File: config.mk
export PLATFORM = sky130hd
export DESIGN_NAME = program_loader
export DESIGN_NICKNAME = d
export VERILOG_FILES = /design/src/rtl/program_loader_pkg.sv /design/src/rtl/program_loader_byte_packer.sv /design/src/rtl/program_loader.sv
export SDC_FILE = /design/constraint.sdc
export NUM_CORES = 1
export LEC_CHECK = 0
export ABC_AREA = 1
export BUFFER_PORTS_ARGS = -buffer_cell sky130_fd_sc_hd__buf_2
export CAP_MARGIN = 5
export CORE_MARGIN = 2
export CORE_UTILIZATION = 62
export CTS_BUF_LIST = sky130_fd_sc_hd__clkbuf_8
export DETAILED_ROUTE_END_ITERATION = 7
export GPL_ROUTABILITY_DRIVEN = 0
export GPL_TIMING_DRIVEN = 0
export PLACE_DENSITY_LB_ADDON = 0.1
export SETUP_SLACK_MARGIN = 0.3
export SYNTH_ARGS = -nofsm -noshare
export SYNTH_HDL_FRONTEND = slang
export SYNTH_SLANG_ARGS = --single-unit
File: constraint.sdc
create_clock -name clock -period 3.1 [get_ports clock]
set_clock_uncertainty 0.15 [all_clocks]
set_input_delay 0.465 -clock clock [delete_from_list [all_inputs] [get_ports clock]]
set_output_delay 0.465 -clock clock [all_outputs]
set_load 0.01 [all_outputs]
File: src/rtl/program_loader_pkg.sv
// Constants shared by the loader and the CPU: state encodings, the default
// instruction-memory depth and the big-endian byte-shift helper.
package program_loader_pkg;

    localparam int INSTR_MEM_SIZE_DEFAULT = 32;

    typedef enum logic [2:0] {
        LOADER_IDLE  = 3'd0,
        LOADER_LOAD  = 3'd1,
        LOADER_WRITE = 3'd2,
        LOADER_DONE  = 3'd3,
        LOADER_ERROR = 3'd4
    } loader_state_e;

    function automatic logic [31:0] shift_in_byte(input logic [31:0] word,
                                                  input logic [7:0]  new_byte);
        return {word[23:0], new_byte};
    endfunction

endpackage

File: src/rtl/program_loader_byte_packer.sv
// Collects four bytes into a big-endian word; word_ready_o flags the edge on
// which the fourth byte is being accepted, with word_o already including it.
module program_loader_byte_packer
    import program_loader_pkg::*;
(
    input  logic        clock,
    input  logic        reset,
    input  logic        clear_i,
    input  logic        shift_en_i,
    input  logic [7:0]  byte_i,
    output logic [31:0] word_o,
    output logic        word_ready_o
);

    logic [31:0] shift_q, shift_d;
    logic [1:0]  count_q, count_d;

    // Next-state for the shift register and byte counter; clear wins over shift.
    always_comb begin
        shift_d = shift_q;
        count_d = count_q;
        if (clear_i) begin
            shift_d = 32'd0;
            count_d = 2'd0;
        end else if (shift_en_i) begin
            shift_d = shift_in_byte(shift_q, byte_i);
            count_d = count_q + 2'd1;
        end else begin
            shift_d = shift_q;
            count_d = count_q;
        end
    end

    // Shift register and byte counter state.
    always_ff @(posedge clock or negedge reset) begin
        if (!reset) begin
            shift_q <= 32'd0;
            count_q <= 2'd0;
        end else begin
            shift_q <= shift_d;
            count_q <= count_d;
        end
    end

    assign word_o       = shift_in_byte(shift_q, byte_i);
    assign word_ready_o = shift_en_i && !clear_i && (count_q == 2'd3);

endmodule

File: src/rtl/program_loader.sv
// Streams a byte-wise program into the instruction memory write port and
// holds the CPU in reset until every word has been written.
module program_loader
    import program_loader_pkg::*;
#(
    parameter int INSTR_MEM_SIZE = INSTR_MEM_SIZE_DEFAULT,
    parameter int ADDR_WIDTH     = 5
) (
    input  logic                  clock,
    input  logic                  reset,
    input  logic                  start,
    input  logic [ADDR_WIDTH:0]   n_words,
    input  logic [7:0]            byte_in,
    input  logic                  byte_valid,
    output logic                  byte_ready,
    output logic                  imem_write,
    output logic [ADDR_WIDTH-1:0] imem_addr,
    output logic [31:0]           imem_data,
    output logic                  cpu_reset_n,
    output logic                  busy,
    output logic                  done,
    output logic                  error
);

    localparam logic [ADDR_WIDTH:0]   MEM_DEPTH = (ADDR_WIDTH + 1)'(INSTR_MEM_SIZE);
    localparam logic [ADDR_WIDTH:0]   ONE_N     = (ADDR_WIDTH + 1)'(1);
    localparam logic [ADDR_WIDTH-1:0] ONE_IDX   = ADDR_WIDTH'(1);

    loader_state_e         state_q;
    logic [ADDR_WIDTH:0]   n_words_q;
    logic [ADDR_WIDTH-1:0] word_idx_q;
    logic [ADDR_WIDTH-1:0] imem_addr_q;
    logic [31:0]           imem_data_q;
    logic                  done_q;
    logic                  error_q;
    logic                  cpu_reset_n_q;

    logic                  start_ok_s;
    logic                  shift_en_s;
    logic                  last_word_s;
    logic [31:0]           packed_word_s;
    logic                  word_ready_s;

    // A start is only honoured when no load is in flight.
    always_comb begin
        start_ok_s = 1'b0;
        case (state_q)
            LOADER_IDLE, LOADER_DONE, LOADER_ERROR: start_ok_s = start;
            default:                                start_ok_s = 1'b0;
        endcase
    end

    assign shift_en_s  = byte_valid && (state_q == LOADER_LOAD);
    assign last_word_s = ({1'b0, word_idx_q} == (n_words_q - ONE_N));

    program_loader_byte_packer u_packer (
        .clock        (clock),
        .reset        (reset),
        .clear_i      (start_ok_s),
        .shift_en_i   (shift_en_s),
        .byte_i       (byte_in),
        .word_o       (packed_word_s),
        .word_ready_o (word_ready_s)
    );

    // Loader FSM with its registered outputs.
    always_ff @(posedge clock or negedge reset) begin
        if (!reset) begin
            state_q       <= LOADER_IDLE;
            n_words_q     <= '0;
            word_idx_q    <= '0;
            imem_addr_q   <= '0;
            imem_data_q   <= 32'd0;
            done_q        <= 1'b0;
            error_q       <= 1'b0;
            cpu_reset_n_q <= 1'b0;
        end else begin
            case (state_q)
                LOADER_IDLE, LOADER_DONE, LOADER_ERROR: begin
                    if (start_ok_s) begin
                        n_words_q  <= n_words;
                        word_idx_q <= '0;
                        if (n_words > MEM_DEPTH) begin
                            state_q       <= LOADER_ERROR;
                            error_q       <= 1'b1;
                            done_q        <= 1'b0;
                            cpu_reset_n_q <= 1'b0;
                        end else if (n_words == '0) begin
                            // Empty program: nothing to hold the CPU for.
                            state_q       <= LOADER_DONE;
                            error_q       <= 1'b0;
                            done_q        <= 1'b1;
                            cpu_reset_n_q <= 1'b1;
                        end else begin
                            state_q       <= LOADER_LOAD;
                            error_q       <= 1'b0;
                            done_q        <= 1'b0;
                            cpu_reset_n_q <= 1'b0;
                        end
                    end
                end
                LOADER_LOAD: begin
                    if (word_ready_s) begin
                        state_q     <= LOADER_WRITE;
                        imem_addr_q <= word_idx_q;
                        imem_data_q <= packed_word_s;
                    end
                end
                LOADER_WRITE: begin
                    if (last_word_s) begin
                        state_q       <= LOADER_DONE;
                        done_q        <= 1'b1;
                        cpu_reset_n_q <= 1'b1;
                    end else begin
                        state_q    <= LOADER_LOAD;
                        word_idx_q <= word_idx_q + ONE_IDX;
                    end
                end
                default: begin
                    state_q       <= LOADER_IDLE;
                    done_q        <= 1'b0;
                    error_q       <= 1'b0;
                    cpu_reset_n_q <= 1'b0;
                end
            endcase
        end
    end

    assign byte_ready  = (state_q == LOADER_LOAD);
    assign imem_write  = (state_q == LOADER_WRITE);
    assign busy        = (state_q == LOADER_LOAD) || (state_q == LOADER_WRITE);
    assign imem_addr   = imem_addr_q;
    assign imem_data   = imem_data_q;
    assign done        = done_q;
    assign error       = error_q;
    assign cpu_reset_n = cpu_reset_n_q;

endmodule

* Yosys cells after proc, flatten, opt, wreduce, memory -nomap -nowiden
Cells that the tools add are included.
Word-level totals: bits in registers 79, input port bits 18, output and inout bits 43
Cells by class: mux-type cells 22, equality and inequality tests 10, bitwise logic cells 2, reduce and logical (&&, ||, !) cells 17, order comparisons 1, add/sub/neg operators 3
Operator list (count):
- 24-bit two-way mux | 2
- 5-bit two-way mux | 2
- 5-bit one-hot mux with 2 select lines | 1
- 3-bit two-way mux | 3
- 3-bit one-hot mux with 3 select lines | 1
- 2-bit two-way mux | 4
- 2-bit AND reduction | 4
- 1-bit two-way mux | 7
- 3-bit by 2-bit == test with 1-bit output, second input constant | 2
- 5-bit by 6-bit == test with 1-bit output | 1
- 6-bit > comparator, second input constant | 1
- 6-bit logical NOT | 1
- 2-bit by 1-bit != test with 1-bit output, second input constant | 3
- 3-bit AND reduction | 2
- 6-bit by 1-bit subtractor with 6-bit output, second input constant | 1
- 5-bit by 1-bit adder with 5-bit output, second input constant | 1
- 2-bit nonzero test | 2
- 3-bit by 1-bit == test with 1-bit output, second input constant | 1
- 3-bit == test, second input constant | 1
- 1-bit logical AND | 3
- 3-bit logical NOT | 1
- 1-bit one-hot mux with 3 select lines | 1
- 3-bit OR reduction | 1
- 2-bit by 1-bit adder with 2-bit output, second input constant | 1
- 7 further kinds | 8

* Depth between registers and ports, before layout
Gate-level depths: netlist of the first run.
depth in word-level cells 8, depth in mapped cells 12, gate-level depth less buffers 12

* By module
A second synthesis of the first run with hierarchy kept.
Unflattened totals: cells, all modules 363, area total of the unflattened synthesis 3697.3 sq um
Modules (own cells, without submodules):
- program_loader | cells an instance 239, area an instance 2570.0 sq um, times used 1, seq. area each 1326.3 sq um
- program_loader_byte_packer | cells an instance 124, area an instance 1127.3 sq um, times used 1, seq. area each 650.6 sq um

* Least setup slack after synthesis of the first run
OpenSTA, ideal clock, no wires.
kind flip-flop to flip-flop, start register n_words_q[0], end register word_idx_q[2], stages on the path, launching flop included 12, arrival 1452 ps, path buffers 0, setup slack 1433 ps, cells stage by stage dfrtp_1 inv_1 ha_1 nand2_1 nand2_1 nor2_1 nand3_1 nor2_2 nand3_1 nand2_2 nand2_1 nand2_1
On the way: longest elaborated chain between the ends 4
Ends and longest elaborated chain:
- from (decl) | line program_loader.sv:30 | logic [ADDR_WIDTH:0] n_words_q;
- from (signal assigned) | line program_loader.sv:81 | n_words_q <= n_words;
- 6-bit by 1-bit subtractor with 6-bit output | line program_loader.sv:54 | assign last_word_s = ({1'b0, word_idx_q} == (n_words_q - ONE_N));
- 5-bit by 6-bit == test with 1-bit output | line program_loader.sv:54
- 2-bit != test (no line)
- 3-bit AND reduction (no line)
- to (signal assigned) | line program_loader.sv:116 | word_idx_q <= word_idx_q + ONE_IDX;
- to (decl) | line program_loader.sv:31 | logic [ADDR_WIDTH-1:0] word_idx_q;
Every way passes these cells. A chain may end at the register's enable or synchronous reset.

* Final worst setup path of the first run
start register state_q[0], end output imem_write
On the way: longest elaborated chain between the ends 1
Ends and longest elaborated chain:
- from (decl) | line program_loader.sv:29 | loader_state_e state_q;
- from (signal assigned) | line program_loader.sv:69 | state_q <= LOADER_IDLE;
- from (signal assigned) | line program_loader.sv:84 | state_q <= LOADER_ERROR;
- from (signal assigned) | line program_loader.sv:90 | state_q <= LOADER_DONE;
- 3-bit by 2-bit == test with 1-bit output | line program_loader.sv:130 | assign imem_write = (state_q == LOADER_WRITE);
- to (decl) | line program_loader.sv:16 | output logic imem_write,
Every way passes these cells.

==> out/qor.yml, run 1 <==
critical_path:
  regToRegStartpoint: "n_words_q[0]$_DFFE_PN0P_"
  worstSetupPathType: "flip-flop to output port"
  startpoint_type: "flip-flop"
  cp.arrival_ns: 1.45
  r2r_cells: 12
  r2r_end: "word_idx_q[2]$_DFFE_PN0P_"
  crit_family: "flip-flops"
  path_buf_inv: 2
  crit_path_end_kind: "output port"
  worstPathRequired_ns: 2.48
  rrSetupSlack_ns: 1.14
  crit_slowest_cell: "dfrtp_1"
  slowest_delay_ns: 0.41
  crit_fanout: 6
  path_cells: "nor2_1 -> nand2_1 -> inv_1 -> buf_2"
synthesis:
  syn_nets: 387
  avgSynthCellArea_um2: 9.26
  synth_top_area_share_pct: 58.3
  synth.distinct_cells: 24
  synth_common_cells: "nand2_1 (86), dfrtp_1 (79), inv_1 (54)"
  ys_warn_count: 0
  yosysTopAreaCell: "dfrtp_1"
  synth_edf_count: 0
  ys_async_sr_fraction_pct: 100
  ys_top_cells_by_area: "dfrtp_1 (58%), nand2_1 (9.5%), inv_1 (6.0%)"
  ys_ff_latch: 79
  ys_seq_area_share_pct: 58.3
  synth_most_common_cell: "nand2_1"
  synth_flop_cell: "dfrtp_1"
  synth_area_mm2: 0.00339
  syn_inst: 366
clock_tree:
  cts_setup_buffers: 0
  clkTransAtPathRegs_ns: 0.08
  cts_tree: "yes"
  clockRootBuffer: "clkbuf_8"
  htree_levels: 3
  worst_skew_pair.late_latency_ns: 0.34
  clock-sinks: 79
  clockBufferDepth: 2
  numCtsBuffers: 9
timing:
  period_needed_ns: 2.06
  setup_ws_ns: 1.04
  relSlewSlack_pct: 63.0
  setup_tns_ns: 0
  hold_viol_final: 0
  min_period_over_period_pct: 66.6
  clock.fmax_ghz: 0.484
  setup_viol: 0
  drv_slew: 0
  worst_slew_pin_slew_ns: 0.555
  holdWs_ns: 0.237
  rsz0062_at_grt: "false"
worst_hold_path:
  hold_depth: 3
  whs_endpoint: "imem_data[5]$_DFFE_PN0P_"
  min_from: "byte_in[5]"
  hold_class: "input pin to flip-flop"
floorplanning:
  chipWidth_um: 77.9
  placementRows: 26
  start_util_pct: 65.1
  die_y_um: 77.9
  ioPinCount: 61
  coreArea_mm2: 0.00520
  die_area_mm2: 0.00607
detailed_routing:
  drc: 0
  viasPerCell: 5.29
  drt_iter0_drc: 152
  wl_per_cell_um: 14.0
  wirelength_um: 7180
  drt-pass1-iter-count: 4
  ant_nets: 0
  vias: 2720
final_layout:
  multi_input_area_mm2: 0.00109
  fin_nets: 460
  antenna_cells: 0
  seq_area_mm2: 0.00198
  area_delta_synth_final_pct: 18.5
  drive_gt1_share_pct: 25.0
  fillers: 370
global_route:
  grt_max_degree: 53
  grt_usage_pct: 26.0
  overflow: 0
  antenna_found_initial: 0
  grt_pass1_vias: 2671
  grt_pass1_wl_um: 12300
placed_design:
  port_buffers: 60
  dp_slack_ns: 1.15
  dp.final_hpwl_um: 5170
pwr:
  p_per_area_mw_per_mm2: 979
  p_leak_nw: 2.14
  power_mw: 3.93
  ir_drop_v: 0.000626
flow_run:
  maxCapViolations: 0
status:
  status: "finished clean"
[layer usage]
layer  routed length [µm]  vias up  part of all wire (%)  track usage (%)
met3                  409       16                   5.7             5.35
met4                  180        0                   2.5             11.8
met2                 3580       89                    50             43.4
met5                    0        -                     0                0
li1                     -     1319                     -                -
met1                 3010     1296                    42             32.9
[cells by family (layout without fill, tap and decap cells)]
logic type	count (synthesis)	in the layout	share of synthesized area [%]
AO/OA/AOI/OAI	77	77	13.6
AND/OR/NAND/NOR	134	134	17.1
flip-flops	79	79	58.3
XOR/XNOR	2	2	0.517
adder cells (fa/ha/maj)	3	3	1.11
buffers and inverters	71	149	9.38
[worst register-to-register path: cells and delay by family, from the launching register on]
kind                       cells  cell delay (ns)
adders and majority gates      1             0.22
buffers and inverters          1             0.15
DFF                            1             0.38
and+or+nand+nor               10             0.99
[where the power goes]
group,leakage [nW],internal [mW],switching (mW)
Combinational,0.984,0.576,0.972
Sequential,1.05,1.43,0.203
Clock,0.105,0.391,0.363
[flip-flops by register name, summed over array words and instances (netlist names)]
signal            count
imem_data            32
u_packer.shift_q     24
n_words_q             6
imem_addr             5
word_idx_q            5
state_q               3
u_packer.count_q      2
cpu_reset_n           1
error                 1
[area by class of cell]
| class | instances | share of cell area (%) |
|---|---|---|
| buffer | 14 | 2.59 |
| clock buffer | 10 | 3.43 |
| clock inverter | 6 | 1.56 |
| inverter | 57 | 5.33 |
| multi-input combinational | 216 | 27.2 |
| sequential | 79 | 49.2 |
| tap | 70 | 2.18 |
| timing repair buffer | 62 | 8.47 |
[cells in the final DEF, fill, tap and decap left out, types with 3 or more instances in the layout]
cell type	synthesis	layout
buf_4	3	4
clkbuf_8	0	10
nand3_1	16	16
nor2_1	15	15
buf_2	2	61
nand4_1	4	4
nand2_1	86	86
nand2_2	5	5
o21ai_0	10	10
o22ai_1	24	24
o21ai_1	23	23
clkbuf_1	4	4
inv_2	3	3
ha_1	3	3
inv_1	54	56
buf_6	5	5
dfrtp_1	79	79
o21ai_2	11	11
a21oi_1	8	8
nor2_2	4	4
[worst max path at each step]
stage | from | to | slack [ns] | depth (start not counted)
2_1_floorplan | n_words_q[0]$_DFFE_PN0P_ | word_idx_q[2]$_DFFE_PN0P_ | 1.43 | 11
5_1_grt | n_words_q[0]$_DFFE_PN0P_ | word_idx_q[2]$_DFFE_PN0P_ | 0.92 | 11
4_1_cts | state_q[1]$_DFFE_PN0P_ | imem_write | 1.04 | 5
3_3_place_gp | reset | n_words_q[1]$_DFFE_PN0P_ | 0.91 | 1
3_5_place_dp | n_words_q[0]$_DFFE_PN0P_ | word_idx_q[2]$_DFFE_PN0P_ | 1.15 | 12
6_report | state_q[0]$_DFFE_PN0P_ | imem_write | 1.04 | 4
[per-stage QoR]
step / area [µm²] / util, % / cells
2_1_floorplan: 3390 / - / 366
3_3_place_gp: 3780 / 72.5 / 496
3_5_place_dp: 3810 / 73.1 / 497
4_1_cts: 4020 / 77.2 / 514
5_1_grt: 4020 / 77.2 / 514
6_report: 4020 / 77.2 / 514
[repair_timing]
item,4_1_cts,5_1_grt
hold buffers,1,0
gates resized for setup,0,0
hold endpoints to repair,27,0
setup endpoints to repair,0,0
Note: power is estimated with default switching activity, not from simulation.
==> inputs of run 2 (changes only) <==
Settings changed: ABC_AREA 1 to 0, CORE_UTILIZATION 62 to 57.
Clock period 3.1 ns to 1.9 ns, I/O delays scaled along.
==> out/qor.yml, run 2 <==
status:
  status: "finished, violations left"
  violations: "setup timing"
floorplanning:
  chipWidth_um: 81.5
  coreArea_mm2: 0.00585
  die_area_mm2: 0.00663
  placementRows: 28
  die_y_um: 81.5
  start_util_pct: 58.4
  ioPinCount: 61
flow_run:
  maxCapViolations: 0
timing:
  setup_viol: 63
  setup_ws_ns: -0.266
  period_needed_ns: 2.17
  rsz0062_at_grt: "true"
  worst_slew_pin_slew_ns: 0.478
  min_period_over_period_pct: 114
  relSlewSlack_pct: 68.0
  hold_viol_final: 0
  clock.fmax_ghz: 0.462
  holdWs_ns: 0.0245
  drv_slew: 0
global_route:
  grt_pass1_wl_um: 15000
  grt_usage_pct: 30.9
  grt_max_degree: 53
  antenna_found_initial: 0
  overflow: 0
  grt_pass1_vias: 2902
final_layout:
  largest_register_ffs: 32
  stdcell_count: 499
  fin_nets: 440
  fillers: 228
  most-common-layout-cells: "dfrtp_1 (77), buf_2 (55), nand2_1 (51)"
  mostFrequentLayoutCell: "dfrtp_1"
  area_delta_synth_final_pct: 51.3
  antenna_cells: 0
  drive_gt1_share_pct: 55.2
clock_tree:
  worst_skew_pair.late_latency_ns: 0.36
  cts_tree: "yes"
  clockBufferDepth: 2
  numCtsBuffers: 9
  clock-sinks: 79
  htree_levels: 3
  clkTransAtPathRegs_ns: 0.08
  clockRootBuffer: "clkbuf_8"
placed_design:
  port_buffers: 59
  dp.final_hpwl_um: 4830
  dp_slack_ns: -0.290
  dp.cells: 435
detailed_routing:
  wirelength_um: 10700
  drt_iter0_drc: 190
  wl_per_cell_um: 21.4
  viasPerCell: 5.97
  drc: 0
  drt-pass1-iter-count: 4
  vias: 2979
  ant_nets: 0
critical_path:
  worstSetupPathType: "flip-flop to flip-flop"
  worstPathRequired_ns: 2.00
  startpoint_type: "flip-flop"
  cp-startpoint: "n_words_q[0]$_DFFE_PN0P_"
  cp.arrival_ns: 2.26
  regToRegStartpoint: "n_words_q[0]$_DFFE_PN0P_"
  crit_path_end_kind: "flip-flop"
  crit_fanout: 8
synthesis:
  synth_area_mm2: 0.00342
  ys_top_cells_by_area: "dfrtp_1 (58%), mux2_2 (14%), nand2_1 (6.3%)"
  synth_flop_cell: "dfrtp_1"
  ys_seq_area_share_pct: 57.8
  synth_most_common_cell: "dfrtp_1"
  syn_inst: 300
  synth_top_area_share_pct: 57.8
  syn_nets: 321
  synth_common_cells: "dfrtp_1 (79), nand2_1 (57), mux2_2 (44)"
  ys_warn_count: 0
  synth.distinct_cells: 33
  avgSynthCellArea_um2: 11.4
  yosysTopAreaCell: "dfrtp_1"
  ys_async_sr_fraction_pct: 100
  synth_edf_count: 0
  ys_ff_latch: 79
pwr:
  ir_drop_v: 0.00106
  p_per_area_mw_per_mm2: 1460
  p_leak_nw: 2.74
worst_hold_path:
  hold_class: "input pin to flip-flop"
  min_from: "n_words[2]"
[run 2: repair_timing]
| action | 4_1_cts | 5_1_grt |
|---|---|---|
| gates resized for setup | 107 | 28 |
| cloned | 4 | 1 |
| endpoints found under the hold margin | 35 | 0 |
| hold buffers | 9 | 0 |
| pin swaps | 25 | 30 |
| endpoints found under the setup margin | 77 | 82 |
| setup buffers | 28 | 6 |
[run 2: kinds of logic (layout without fill, tap and decap cells)]
kind of cell | count (synthesis) | count (layout) | synth area share, %
flops | 79 | 79 | 57.8
fa+ha+maj | 3 | 3 | 1.10
buf+inv | 24 | 148 | 4.02
compound gates | 26 | 26 | 5.12
xor+xnor | 9 | 9 | 2.30
mux | 44 | 44 | 14.5
simple gates | 115 | 115 | 15.1
[run 2: per-layer routing]
metal / up-vias / part of all wire, % / global-route usage (%)
met1: 1519 / 41 / 41.7
met3: 40 / 6.3 / 4.51
met4: 0 / 4.0 / 15.4
met2: 154 / 49 / 49.1
li1: 1266 / - / -
met5: - / 0 / 0
[run 2: power breakdown]
| group | switching, mW | total, mW | internal [mW] |
|---|---|---|---|
| Sequential | 0.453 | 2.58 | 2.13 |
| Clock | 0.677 | 1.42 | 0.742 |
| Combinational | 1.77 | 3.56 | 1.78 |
[run 2: critical path: stages, from the launching register on]
cell,delay (ns)
dfrtp_1,0.44
buf_4,0.17
nor3_1,0.21
nand2_1,0.12
xnor2_2,0.20
o41ai_4,0.53
or3_1,0.17
a21boi_1,0.06
[run 2: worst paths after layout]
| kind | slack (ns) | depth (start not counted) | to |
|---|---|---|---|
| worst max-delay path | -0.27 | 7 | word_idx_q[2]$_DFFE_PN0P_ |
| worst min-delay path | 0.02 | 2 | n_words_q[2]$_DFFE_PN0P_ |
| worst max register to register | -0.27 | 7 | word_idx_q[2]$_DFFE_PN0P_ |
| worst min register to register | 0.36 | 1 | imem_addr[3]$_DFFE_PN0P_ |
| max in group asynchronous | 0.78 | 3 | state_q[1]$_DFFE_PN0P_ |
| min in group asynchronous | 0.24 | 2 | error$_DFFE_PN0P_ |
[run 2: stage by stage]
| step | util [%] | instance area (µm²) | setup TNS [ns] | power, mW |
|---|---|---|---|---|
| after floorplan | - | 3520 | -0.0428 | 3.95 |
| after global placement | 66.7 | 3910 | -13.50 | 4.48 |
| after detailed placement | 67.3 | 3940 | -1.94 | 4.57 |
| after CTS | 85.3 | 4990 | -1.23 | 6.87 |
| after global routing | 88.4 | 5170 | -5.81 | 7.89 |
| final | 88.4 | 5170 | -5.25 | 7.56 |
[run 2: cell type report]
type	instances	area, µm²	area share, %
plain buffers	16	236	4.57
clock buffers	9	124	2.39
clock inverters	7	96.3	1.86
inverters	8	37.5	0.726
multi-input cells	197	1710	33.1
flip-flops and latches	79	1980	38.3
well taps	75	93.8	1.81
repair buffers	108	895	17.3
